$ cat config.mk
export PLATFORM = sky130hd
export DESIGN_NAME = i2s_apb_stream_master
export DESIGN_NICKNAME = d
export VERILOG_FILES = /design/src/rtl/i2s_apb_stream_master.sv
export SDC_FILE = /design/constraint.sdc
export NUM_CORES = 1
export LEC_CHECK = 0
export CORE_MARGIN = 2
export CORE_UTILIZATION = 53
export DETAILED_ROUTE_END_ITERATION = 8
export PLACE_DENSITY = 0.87
export SYNTH_ARGS = -nofsm -noshare
export SYNTH_HDL_FRONTEND = slang
export SYNTH_SLANG_ARGS = --single-unit
$ cat constraint.sdc
create_clock -name pclk -period 5.8 [get_ports pclk]
set_clock_uncertainty 0.2 [all_clocks]
set_input_delay 1.16 -clock pclk [delete_from_list [all_inputs] [get_ports pclk]]
set_output_delay 1.16 -clock pclk [all_outputs]
set_load 0.1 [all_outputs]
$ cat src/rtl/i2s_apb_stream_master.sv
// APB master feeding I2S_top: programs the control word once, then turns a
// TX sample stream into data-register writes and RX read requests into a stream.
module i2s_apb_stream_master #(
  parameter logic [31:0] CFG_ADDR = 32'h0,
  parameter logic [31:0] TX_ADDR  = 32'h4,
  parameter logic [31:0] RX_ADDR  = 32'h18
) (
  input  logic        pclk,
  input  logic        preset,
  input  logic        start,
  input  logic        stop,
  input  logic [31:0] cfg_word,
  input  logic        s_valid,
  input  logic [31:0] s_data,
  output logic        s_ready,
  input  logic        rx_req,
  output logic        m_valid,
  output logic [31:0] m_data,
  input  logic        m_ready,
  output logic        penable,
  output logic        pwrite,
  output logic [31:0] paddr,
  output logic [31:0] pwdata,
  input  logic [31:0] prdata,
  output logic        busy,
  output logic        rx_miss,
  output logic        rx_ovf
);

  typedef enum logic [2:0] {IDLE, CFG_S, CFG_A, RUN, WR_S, WR_A, RD_S, RD_A} state_t;

  state_t      state, state_nx;
  logic [31:0] tx_buf;
  logic        tx_full, rx_pend, last_was_rd, stop_pend;
  logic [31:0] fifo_mem [2];
  logic        wr_ptr, rd_ptr;
  logic [1:0]  fifo_cnt;

  logic        active, tx_hs, tx_want, rx_new, rd_want, stop_eff;
  logic        push, pop, fifo_full, do_push;
  logic        penable_d, pwrite_d;
  logic [31:0] paddr_d, pwdata_d;

  assign active    = (state != IDLE);
  assign busy      = active;
  assign s_ready   = active & ~tx_full;
  assign tx_hs     = s_valid & s_ready;
  // Same-cycle requests count so RUN can dispatch without an extra idle cycle
  assign tx_want   = tx_full | tx_hs;
  assign rx_new    = rx_req & active & ~rx_pend;
  assign rd_want   = rx_pend | rx_new;
  assign stop_eff  = stop_pend | stop;

  assign push      = (state == RD_A);
  assign pop       = m_valid & m_ready;
  assign fifo_full = (fifo_cnt == 2'd2);
  assign do_push   = push & (~fifo_full | pop);
  assign m_valid   = (fifo_cnt != 2'd0);
  assign m_data    = fifo_mem[rd_ptr];

  always_comb begin
    state_nx = state;
    case (state)
      IDLE:  if (start) state_nx = CFG_S;
      CFG_S: state_nx = CFG_A;
      CFG_A: state_nx = stop_eff ? IDLE : RUN;
      RUN: begin
        if (stop_eff)                state_nx = IDLE;
        else if (rd_want && tx_want) state_nx = last_was_rd ? WR_S : RD_S;
        else if (rd_want)            state_nx = RD_S;
        else if (tx_want)            state_nx = WR_S;
      end
      WR_S:  state_nx = WR_A;
      RD_S:  state_nx = RD_A;
      WR_A,
      RD_A:  state_nx = stop_eff ? IDLE : RUN;
      default: state_nx = IDLE;
    endcase
  end

  // APB outputs are registered from the next state; the pwdata register itself
  // holds the latched control word for the whole CFG transfer.
  always_comb begin
    penable_d = 1'b0;
    pwrite_d  = 1'b0;
    paddr_d   = paddr;
    pwdata_d  = pwdata;
    case (state_nx)
      CFG_S: begin
        pwrite_d = 1'b1;
        paddr_d  = CFG_ADDR;
        pwdata_d = cfg_word;
      end
      WR_S: begin
        pwrite_d = 1'b1;
        paddr_d  = TX_ADDR;
        pwdata_d = tx_full ? tx_buf : s_data;
      end
      RD_S: paddr_d = RX_ADDR;
      CFG_A, WR_A: begin
        penable_d = 1'b1;
        pwrite_d  = 1'b1;
      end
      RD_A: penable_d = 1'b1;
      default: ;
    endcase
  end

  always_ff @(posedge pclk) begin
    if (preset) begin
      state   <= IDLE;
      penable <= 1'b0;
      pwrite  <= 1'b0;
      paddr   <= '0;
      pwdata  <= '0;
    end else begin
      state   <= state_nx;
      penable <= penable_d;
      pwrite  <= pwrite_d;
      paddr   <= paddr_d;
      pwdata  <= pwdata_d;
    end
  end

  always_ff @(posedge pclk) begin
    if (preset) begin
      tx_full     <= 1'b0;
      tx_buf      <= '0;
      rx_pend     <= 1'b0;
      last_was_rd <= 1'b0;
      stop_pend   <= 1'b0;
      rx_miss     <= 1'b0;
    end else begin
      if (state_nx == IDLE || state == WR_A) begin
        tx_full <= 1'b0;
      end else if (tx_hs) begin
        tx_full <= 1'b1;
        tx_buf  <= s_data;
      end

      if (state_nx == IDLE || state == RD_A) rx_pend <= 1'b0;
      else if (rx_new)                       rx_pend <= 1'b1;

      if (state_nx == RD_S)      last_was_rd <= 1'b1;
      else if (state_nx == WR_S) last_was_rd <= 1'b0;

      if (state_nx == IDLE)    stop_pend <= 1'b0;
      else if (stop && active) stop_pend <= 1'b1;

      if (rx_req && active && rx_pend) rx_miss <= 1'b1;
    end
  end

  always_ff @(posedge pclk) begin
    if (preset) begin
      for (int unsigned i = 0; i < 2; i++) fifo_mem[i] <= '0;
      wr_ptr   <= 1'b0;
      rd_ptr   <= 1'b0;
      fifo_cnt <= '0;
      rx_ovf   <= 1'b0;
    end else begin
      if (do_push) begin
        fifo_mem[wr_ptr] <= prdata;
        wr_ptr           <= ~wr_ptr;
      end
      if (pop) rd_ptr <= ~rd_ptr;
      fifo_cnt <= fifo_cnt + {1'b0, do_push} - {1'b0, pop};
      if (push && fifo_full && !pop) rx_ovf <= 1'b1;
    end
  end

endmodule

==> results.py, run 1 <==
metrics = {
    "setup_path": {
        "crit_fanout": 39,
        "worstReg2RegStart": "tx_full",
        "critPathLaunch": "tx_full",
        "cp-end-kind": "primary output",
        "cp-start-kind": "register",
        "crit_type": "reg -> out",
        "worstPathArrival_ns": 2.66,
        "crit_required_ns": 4.44,
    },
    "place": {
        "place.gp.congestion": 0.921,
        "dp_hpwl_um": 12300,
        "portBuffers": 176,
    },
    "sta": {
        "tns_ns": 0,
        "worst_slew_pin_slew_ns": 1.39,
        "finalCriticalPeriod_ns": 4.02,
        "maxSlewViolCount": 0,
        "finalCritPeriodShare_pct": 69.3,
        "hold_viol": 0,
        "setup_viol_count_final": 0,
        "fmax_mhz": 249,
        "rsz0062_at_grt": "false",
        "whs_ns": 0.277,
        "relSlewSlack_pct": 7.59,
    },
    "grt": {
        "grt_pass1_vias": 5951,
        "grt_start_max_net_pins": 90,
        "grt_pass1_wl_um": 29800,
        "antenna_found_initial": 0,
        "grt_overflow": 0,
        "grt_usage_pct": 25.2,
    },
    "floorplan": {
        "fp-row-count": 43,
        "die-width_um": 123,
        "core_mm2": 0.0139,
        "die_area_mm2": 0.0152,
        "start_util_pct": 54.2,
        "io_pins": 206,
        "die_y_um": 123,
    },
    "yosys": {
        "synth_cell_types": 47,
        "synth.area.mux_share_pct": 9.05,
        "syn_avg_cell_area_um2": 10.5,
        "synth-seq-cells": 146,
        "ys_warn_count": 0,
        "synth_simple_gate_area_share_pct": 18.3,
        "yosysSeqAreaShare_pct": 47.4,
        "synth_flop_cell": "dfxtp_1",
        "synth_top_family_by_area": "simple AND/OR/NAND/NOR gates",
        "synth_edf_count": 64,
        "netlist_instances": 716,
        "synth_adder_area_share_pct": 0.333,
        "synth_xor_area_share_pct": 0.466,
        "syn-cell-area_mm2": 0.00752,
        "async_flop_share_pct": 0,
        "synth_compound_area_share_pct": 17.5,
    },
    "finish": {
        "fillers": 975,
        "seqCellArea_mm2": 0.00356,
        "most-common-layout-cells": "clkdlybuf4s50_1, and2_1, dfxtp_1",
        "multiInputGateArea_mm2": 0.00359,
        "syn_to_final_growth_pct": 30.1,
        "nNetsFinal": 959,
        "layout-drive-gt1-share_pct": 13.3,
        "insertedDiodeCount": 0,
        "final_common_cell": "clkdlybuf4s50_1",
    },
    "drt": {
        "met1_length_um": 8010,
        "num_vias": 6178,
        "wl_per_cell_um": 18.3,
        "avgViaCountPerCell": 5.90,
        "drc": 0,
        "route.met3.wl_um": 1680,
        "drtAntennaViolNets": 0,
        "wirelength_um": 19100,
        "drtPass1Iterations": 6,
        "top_layer": "met4",
        "dr_wl_met2_um": 9110,
        "drtIter0Drc": 628,
    },
    "pwr": {
        "ir_drop_v": 0.000165,
        "p_per_area_mw_per_mm2": 359,
        "swShare_pct": 39.1,
        "p_int_uw": 2140,
        "p_clk_share_pct": 29.3,
        "pwr-share-comb_pct": 35.7,
        "pwr-share-seq_pct": 34.9,
        "p_leak_uw": 0.00360,
        "power.switching_uw": 1370,
    },
    "status": {
        "status": "finished, final reports clean",
    },
    "clocking": {
        "numCtsBuffers": 17,
        "cts_hold_buf": 0,
        "cts_sinks": 146,
        "clk_path_buf_depth": 2,
        "cts_setup_buffers": 0,
        "post_cts_resized": 0,
        "worstSkewPairLatency_ns": 0.42,
        "h-tree-depth": 4,
        "clk_pin_slew_worst_paths_ns": 0.06,
        "cts-root-buf": "clkbuf_16",
        "cts_tree": "yes",
    },
    "worst_hold_path": {
        "hp-start": "rx_ovf",
        "min_path_type": "reg -> reg",
    },
    "flow_run": {
        "maxCapViolCount": 0,
    },
}
-- per-stage QoR --
step | power [uW] | area [um2] | utilization, % | cells | setup WS (ns)
global route | 3630 | 9780 | 70.5 | 1047 | 1.66
global placement | 2470 | 9230 | 66.5 | 1015 | 1.59
detailed placement | 2490 | 9230 | 66.5 | 1015 | 1.48
finish | 3510 | 9780 | 70.5 | 1047 | 1.78
floorplan | 2230 | 7630 | - | 744 | 2.08
CTS | 3530 | 9780 | 70.5 | 1047 | 1.74
-- cells by family (layout without fill, tap and decap cells) --
logic type,count (synthesis),count (layout)
xor gates and xnor gates,4,4
other,1,29
muxes,64,64
DFF,146,146
buffers and inverters,99,222
AOI/OAI and AO/OA,160,160
and+or+nand+nor,240,240
adders and majority gates,2,2
-- routing by layer --
layer | vias up | GRT usage [%]
met1 | 2987 | 32.1
met4 | 0 | 7.74
met2 | 305 | 41.0
li1 | 2847 | -
met3 | 39 | 7.66
met5 | - | 0
-- synthesized netlist by cell type, drive strengths merged, types with 3 or more instances --
library cell / number / area [um2]
o211ai: 32 / 380
mux2i: 32 / 320
edfxtp: 64 / 1920
o21ai: 36 / 180
a31oi: 3 / 25.0
dfxtp: 82 / 1640
nand2: 35 / 131
nor2: 49 / 184
nor3b: 4 / 30.0
mux2: 32 / 360
buf: 48 / 332
inv: 4 / 15.0
and2: 99 / 619
nand2b: 3 / 18.8
nor4: 3 / 18.8
a21oi: 13 / 68.8
or3: 3 / 18.8
a221o: 32 / 320
a22oi: 32 / 240
clkbuf: 47 / 176
nor3: 4 / 20.0
nor4b: 32 / 280
-- power groups by stage --
stage	Sequential (uW)	Clock, uW	Combinational [uW]
after floorplan	1390	0	841
after CTS	1220	1050	1260
after detailed placement	1240	0	1250
after global routing	1240	1090	1310
final	1230	1030	1250
after global placement	1240	0	1230
-- worst max-delay path: stages (launching register included) --
cell and delay (ns):
dfxtp_2 1.09, a21oi_1 0.10, clkdlybuf4s50_1 1.03
-- state kept, by name, summed over array words and instances, names as in the netlist, named ones only --
register     cells
fifo_cnt         2
fifo_mem        64
last_was_rd      1
paddr            2
penable          1
pwdata          32
pwrite           1
rd_ptr           1
rx_miss          1
rx_ovf           1
rx_pend          1
state            3
stop_pend        1
tx_buf          32
tx_full          1
wr_ptr           1
-- area by class of cell --
| type | count | area share, % |
|---|---|---|
| inverters | 4 | 0.153 |
| clock buffers | 18 | 4.39 |
| multi-input cells | 499 | 36.7 |
| well taps | 180 | 2.30 |
| flip-flops and latches | 146 | 36.4 |
| clock inverters | 14 | 1.24 |
| repair buffers | 186 | 18.7 |
-- path summary, 6_finish.rpt --
check	endpoint	slack (ns)	cells past startpoint
setup reg to reg	tx_buf[0]	1.91	4
hold reg to reg	rx_ovf	0.28	2
setup / recovery	s_ready	1.78	2
hold / removal	rx_ovf	0.28	2
Note: power is estimated with default switching activity, not from simulation.
==> inputs of run 2 (changes only) <==
CORE_UTILIZATION = 44   (was 53)
PLACE_DENSITY = 0.77   (was 0.87)
clock period = 3.2 ns   (was 5.8 ns; I/O delays follow)
==> run 2 against run 1 <==
Non-clock buffer count is 12 higher. Sequential share of layout area is 1.6 points lower. Global-route usage is 4.4 points lower. Design area is 4.5% higher. Combinational power is 99% higher. First-iteration DRC count is 37% lower. Critical endpoint is now m_data[29]. Largest cell class unchanged. Largest power group unchanged.
==> results.py, run 2 (synthesis gave the netlist of run 1 again) <==
metrics = {
    "floorplan": {
        "start_util_pct": 45.2,
        "io_pins": 206,
        "core_mm2": 0.0166,
        "fp-row-count": 47,
        "die-width_um": 135,
        "die_area_mm2": 0.0182,
        "die_y_um": 135,
    },
    "drt": {
        "top_layer": "met5",
        "wl_per_cell_um": 17.0,
        "num_vias": 5956,
        "drc": 0,
        "dr_wl_met2_um": 8730,
        "drtIter0Drc": 398,
        "drtAntennaViolNets": 0,
        "drtPass1Iterations": 5,
        "met1_length_um": 8190,
        "route.met3.wl_um": 1480,
        "avgViaCountPerCell": 5.42,
        "wirelength_um": 18700,
    },
    "sta": {
        "hold_viol": 0,
        "whs_ns": 0.280,
        "setup_viol_count_final": 0,
        "worst_slew_pin_slew_ns": 0.639,
        "finalCritPeriodShare_pct": 80.3,
        "tns_ns": 0,
        "relSlewSlack_pct": 57.4,
        "finalCriticalPeriod_ns": 2.57,
        "rsz0062_at_grt": "false",
        "fmax_mhz": 389,
        "maxSlewViolCount": 0,
    },
    "worst_hold_path": {
        "min_path_type": "reg -> reg",
        "hp-start": "rx_miss",
        "worst_hold_path.endpoint": "rx_miss",
        "holdPathStages": 2,
    },
    "setup_path": {
        "crit_required_ns": 2.36,
        "r2r-end": "pwdata[26]",
        "crit_chain": "buf_4, mux2_2, buf_12",
        "cpMaxStageDelayCell": "mux2_2",
        "crit_fanout": 32,
        "rrSetupSlack_ns": 0.78,
        "cp-end-kind": "primary output",
        "worstRegToRegCells": 5,
        "critical_path.max_stage_delay_ns": 0.43,
        "crit_type": "reg -> out",
        "cp-start-kind": "register",
        "worstReg2RegStart": "state[1]",
        "worstPathArrival_ns": 1.73,
    },
    "clocking": {
        "cts_tree": "yes",
        "clk_path_buf_depth": 2,
        "clk_pin_slew_worst_paths_ns": 0.06,
        "cts_setup_buffers": 0,
        "worstSkewPairLatency_ns": 0.42,
        "h-tree-depth": 4,
        "numCtsBuffers": 17,
        "cts_sinks": 146,
        "cts-root-buf": "clkbuf_16",
        "cts_hold_buf": 0,
        "post_cts_resized": 0,
    },
    "finish": {
        "final_area_mm2": 0.0102,
        "syn_to_final_growth_pct": 35.9,
        "largest_registers": "fifo_mem x64, pwdata x32, tx_buf x32",
        "instances_no_fill": 1099,
        "regMostFlops": "fifo_mem",
        "layout-drive-gt1-share_pct": 23.4,
        "largest_register_ffs": 64,
        "insertedDiodeCount": 0,
        "final_common_cell": "clkdlybuf4s50_1",
        "utilization_pct": 61.4,
        "nNetsFinal": 971,
        "most-common-layout-cells": "clkdlybuf4s50_1, and2_1, dfxtp_1",
    },
    "status": {
        "status": "finished, final reports clean",
    },
    "grt": {
        "grt_start_max_net_pins": 47,
        "grt_usage_pct": 20.7,
        "grt_pass1_wl_um": 29700,
        "grt_pass1_vias": 5808,
        "grt_overflow": 0,
        "antenna_found_initial": 1,
    },
    "place": {
        "dp_hpwl_um": 12200,
        "place.gp.congestion": 0.894,
        "dp_cells": 1067,
        "placed_area_mm2": 0.00962,
        "portBuffers": 176,
    },
    "pwr": {
        "p_leak_uw": 0.00393,
        "p_per_area_mw_per_mm2": 657,
        "ir_drop_v": 0.000403,
    },
    "flow_run": {
        "maxCapViolCount": 0,
    },
}
[run 2: critical path, delay by kind of cell, from the launching register on]
| kind | cells | cell delay [ns] |
|---|---|---|
| buffers and inverters | 2 | 0.57 |
| DFF | 1 | 0.30 |
| muxes | 1 | 0.43 |
[run 2: report_power, final]
part | internal [uW] | total [uW] | switching [uW]
registers | 2100 | 2210 | 112
clock network | 1190 | 2010 | 816
logic | 818 | 2490 | 1680
[run 2: how the worst max path moves through the flow]
stage | slack [ns] | from | cells after the start | end
floorplan | 0.005 | m_ready | 3 | fifo_mem[0][0]
global placement | 0.26 | stop | 6 | pwdata[12]
detailed placement | 0.21 | stop | 6 | pwdata[18]
CTS | 0.59 | register | 3 | m_data[29]
global route | 0.56 | register | 3 | m_data[29]
finish | 0.63 | register | 3 | m_data[29]
[run 2: through the flow]
step                      worst slack (ns)  total power [uW]
after floorplan                    0.00457              4040
after global routing                 0.558              6950
after detailed placement             0.206              4740
after global placement               0.260              4720
final                                0.629              6710
after CTS                            0.593              6760
[run 2: area by class of cell]
| class | instances | area, um2 |
|---|---|---|
| multi-input cells | 499 | 3590 |
| inverters | 4 | 15.0 |
| flip-flops and latches | 146 | 3560 |
| clock buffers | 20 | 489 |
| repair buffers | 198 | 2170 |
| fillers | 1367 | 6420 |
| well taps | 220 | 275 |
| clock inverters | 12 | 116 |
[run 2: routing by layer]
| metal | track usage, % | vias to the layer above |
|---|---|---|
| met5 | 0 | - |
| met4 | 7.25 | 2 |
| met3 | 6.94 | 23 |
| met2 | 32.8 | 230 |
| met1 | 26.7 | 2828 |
| li1 | - | 2873 |
==> inputs of run 3 (changes only) <==
CORE_UTILIZATION = 49   (was 44)
PLACE_DENSITY = 0.81   (was 0.77)
clock period = 2.4 ns   (was 3.2 ns; I/O delays follow)
==> run 3 against run 2 <==
First-iteration DRC count increased by 46%. Clock power increased by 25%. Final cell count decreased by 1.3%. Sequential share of layout area decreased by 0.54 points. Via count increased by 2.1%. Critical path type unchanged. Critical endpoint is now busy. Highest routed layer is now met4.
==> results.py, run 3 (synthesis gave the netlist of run 1 again) <==
metrics = {
    "clocking": {
        "numCtsBuffers": 17,
        "clk_pin_slew_worst_paths_ns": 0.06,
        "cts_setup_buffers": 0,
        "cts-root-buf": "clkbuf_16",
        "cts_sinks": 146,
        "post_cts_resized": 0,
        "clk_path_buf_depth": 2,
        "cts_tree": "yes",
        "h-tree-depth": 4,
        "cts_hold_buf": 0,
        "worstSkewPairLatency_ns": 0.42,
    },
    "sta": {
        "finalCriticalPeriod_ns": 2.26,
        "fmax_mhz": 442,
        "hold_viol": 0,
        "setup_viol_count_final": 0,
        "whs_ns": 0.283,
        "finalCritPeriodShare_pct": 94.3,
        "fin_ws_ns": 0.137,
        "rsz0062_at_grt": "false",
        "maxSlewViolCount": 0,
    },
    "setup_path": {
        "crit_required_ns": 1.72,
        "path_delay_family": "simple AND/OR/NAND/NOR gates",
        "crit_chain": "or3_1, buf_4, buf_12",
        "rrSetupSlack_ns": 0.15,
        "worstReg2RegStart": "state[1]",
        "crit_type": "reg -> out",
        "crit_fanout": 10,
        "worstPathArrival_ns": 1.58,
        "critical_path.max_stage_delay_ns": 0.43,
        "r2r-end": "tx_buf[3]",
        "cp-start-kind": "register",
        "worstRegToRegCells": 5,
        "cpMaxStageDelayCell": "or3_1",
        "cp-end-kind": "primary output",
        "cp_num_buf_inv": 2,
    },
    "status": {
        "status": "finished, final reports clean",
    },
    "floorplan": {
        "start_util_pct": 49.9,
        "die_y_um": 128,
        "die_area_mm2": 0.0164,
        "die-width_um": 128,
        "io_pins": 206,
        "core_mm2": 0.0151,
        "fp-row-count": 45,
    },
    "finish": {
        "insertedDiodeCount": 0,
        "final_common_cell": "clkdlybuf4s50_1",
        "fillers": 1144,
        "nNetsFinal": 989,
        "layout-drive-gt1-share_pct": 24.5,
        "syn_to_final_growth_pct": 38.0,
        "seqCellArea_mm2": 0.00356,
        "regMostFlops": "fifo_mem",
        "largest_registers": "fifo_mem x64, pwdata x32, tx_buf x32",
        "multiInputGateArea_mm2": 0.00359,
        "most-common-layout-cells": "clkdlybuf4s50_1, and2_1, dfxtp_1",
        "largest_register_ffs": 64,
    },
    "grt": {
        "antenna_found_initial": 0,
        "grt_pass1_vias": 5824,
        "grt_usage_pct": 22.8,
        "grt_pass1_wl_um": 29500,
        "grt_overflow": 0,
        "grt_start_max_net_pins": 43,
    },
    "place": {
        "dp_hpwl_um": 12700,
        "place.gp.congestion": 0.880,
        "pre_cts_slack_ns": -0.228,
        "portBuffers": 176,
    },
    "drt": {
        "drc": 0,
        "avgViaCountPerCell": 5.61,
        "num_vias": 6083,
        "drtPass1Iterations": 5,
        "wl_per_cell_um": 17.3,
        "drtAntennaViolNets": 0,
        "wirelength_um": 18800,
        "drtIter0Drc": 581,
    },
    "pwr": {
        "p_leak_uw": 0.00403,
        "p_per_area_mw_per_mm2": 855,
        "ir_drop_v": 0.000542,
    },
    "worst_hold_path": {
        "holdPathStages": 2,
        "hp-start": "rx_miss",
        "worst_hold_path.endpoint": "rx_miss",
        "min_path_type": "reg -> reg",
    },
    "flow_run": {
        "maxCapViolCount": 0,
    },
}
-- run 3: cell types whose count changed in the layout (fill, tap and decap cells not counted), moves of 2 or more --
cell,previous run,this run
inv_6,3,0
clkbuf_1,0,4
clkbuf_16,19,17
clkinvlp_4,3,1
buf_12,35,44
clkinv_2,1,5
buf_4,61,70
-- run 3: routing by layer --
metal  vias up  track usage (%)  part of all wire [%]
met3        22             6.47                   8.1
met1      2915             29.3                    43
met4         0             6.92                   1.3
met2       236             37.5                    48
li1       2910                -                     -
met5         -                0                     0
-- run 3: final cells by class --
type	instances	share of cell area, %
Clock buffer	21	4.24
Clock inverter	11	1.10
Inverter	4	0.145
Multi-Input combinational cell	499	34.6
Sequential cell	146	34.3
Tap cell	188	2.27
Timing Repair Buffer	216	23.3
-- run 3: how the worst max path moves through the flow --
stage	from	end	slack (ns)	depth (start not counted)
2_1_floorplan	state[0]	fifo_mem[0][0]	0.01	4
3_3_place_gp	stop	pwdata[6]	-0.15	7
3_5_place_dp	stop	pwdata[6]	-0.23	7
4_1_cts	register	m_data[1]	0.12	3
5_1_grt	state[1]	s_ready	0.05	4
6_report	state[1]	busy	0.14	3
-- run 3: power breakdown --
part,internal (uW),switching [uW]
registers,2800,139
clock network,1520,992
logic,1170,2260
-- run 3: worst min-delay path: stages (launching register included) --
cell and delay, ns:
dfxtp_1 0.33, a31oi_1 0.04, nor2_1 0.07
-- run 3: metrics by stage --
step | util [%] | setup TNS (ns) | instance area, um2 | instances | total power [uW]
floorplan | - | 0 | 7630 | 744 | 5390
global placement | 65.1 | -5.81 | 9830 | 1053 | 6380
detailed placement | 65.1 | -9.15 | 9830 | 1053 | 6410
CTS | 68.8 | 0 | 10400 | 1085 | 8920
global route | 68.8 | 0 | 10400 | 1085 | 9170
finish | 68.8 | 0 | 10400 | 1085 | 8880
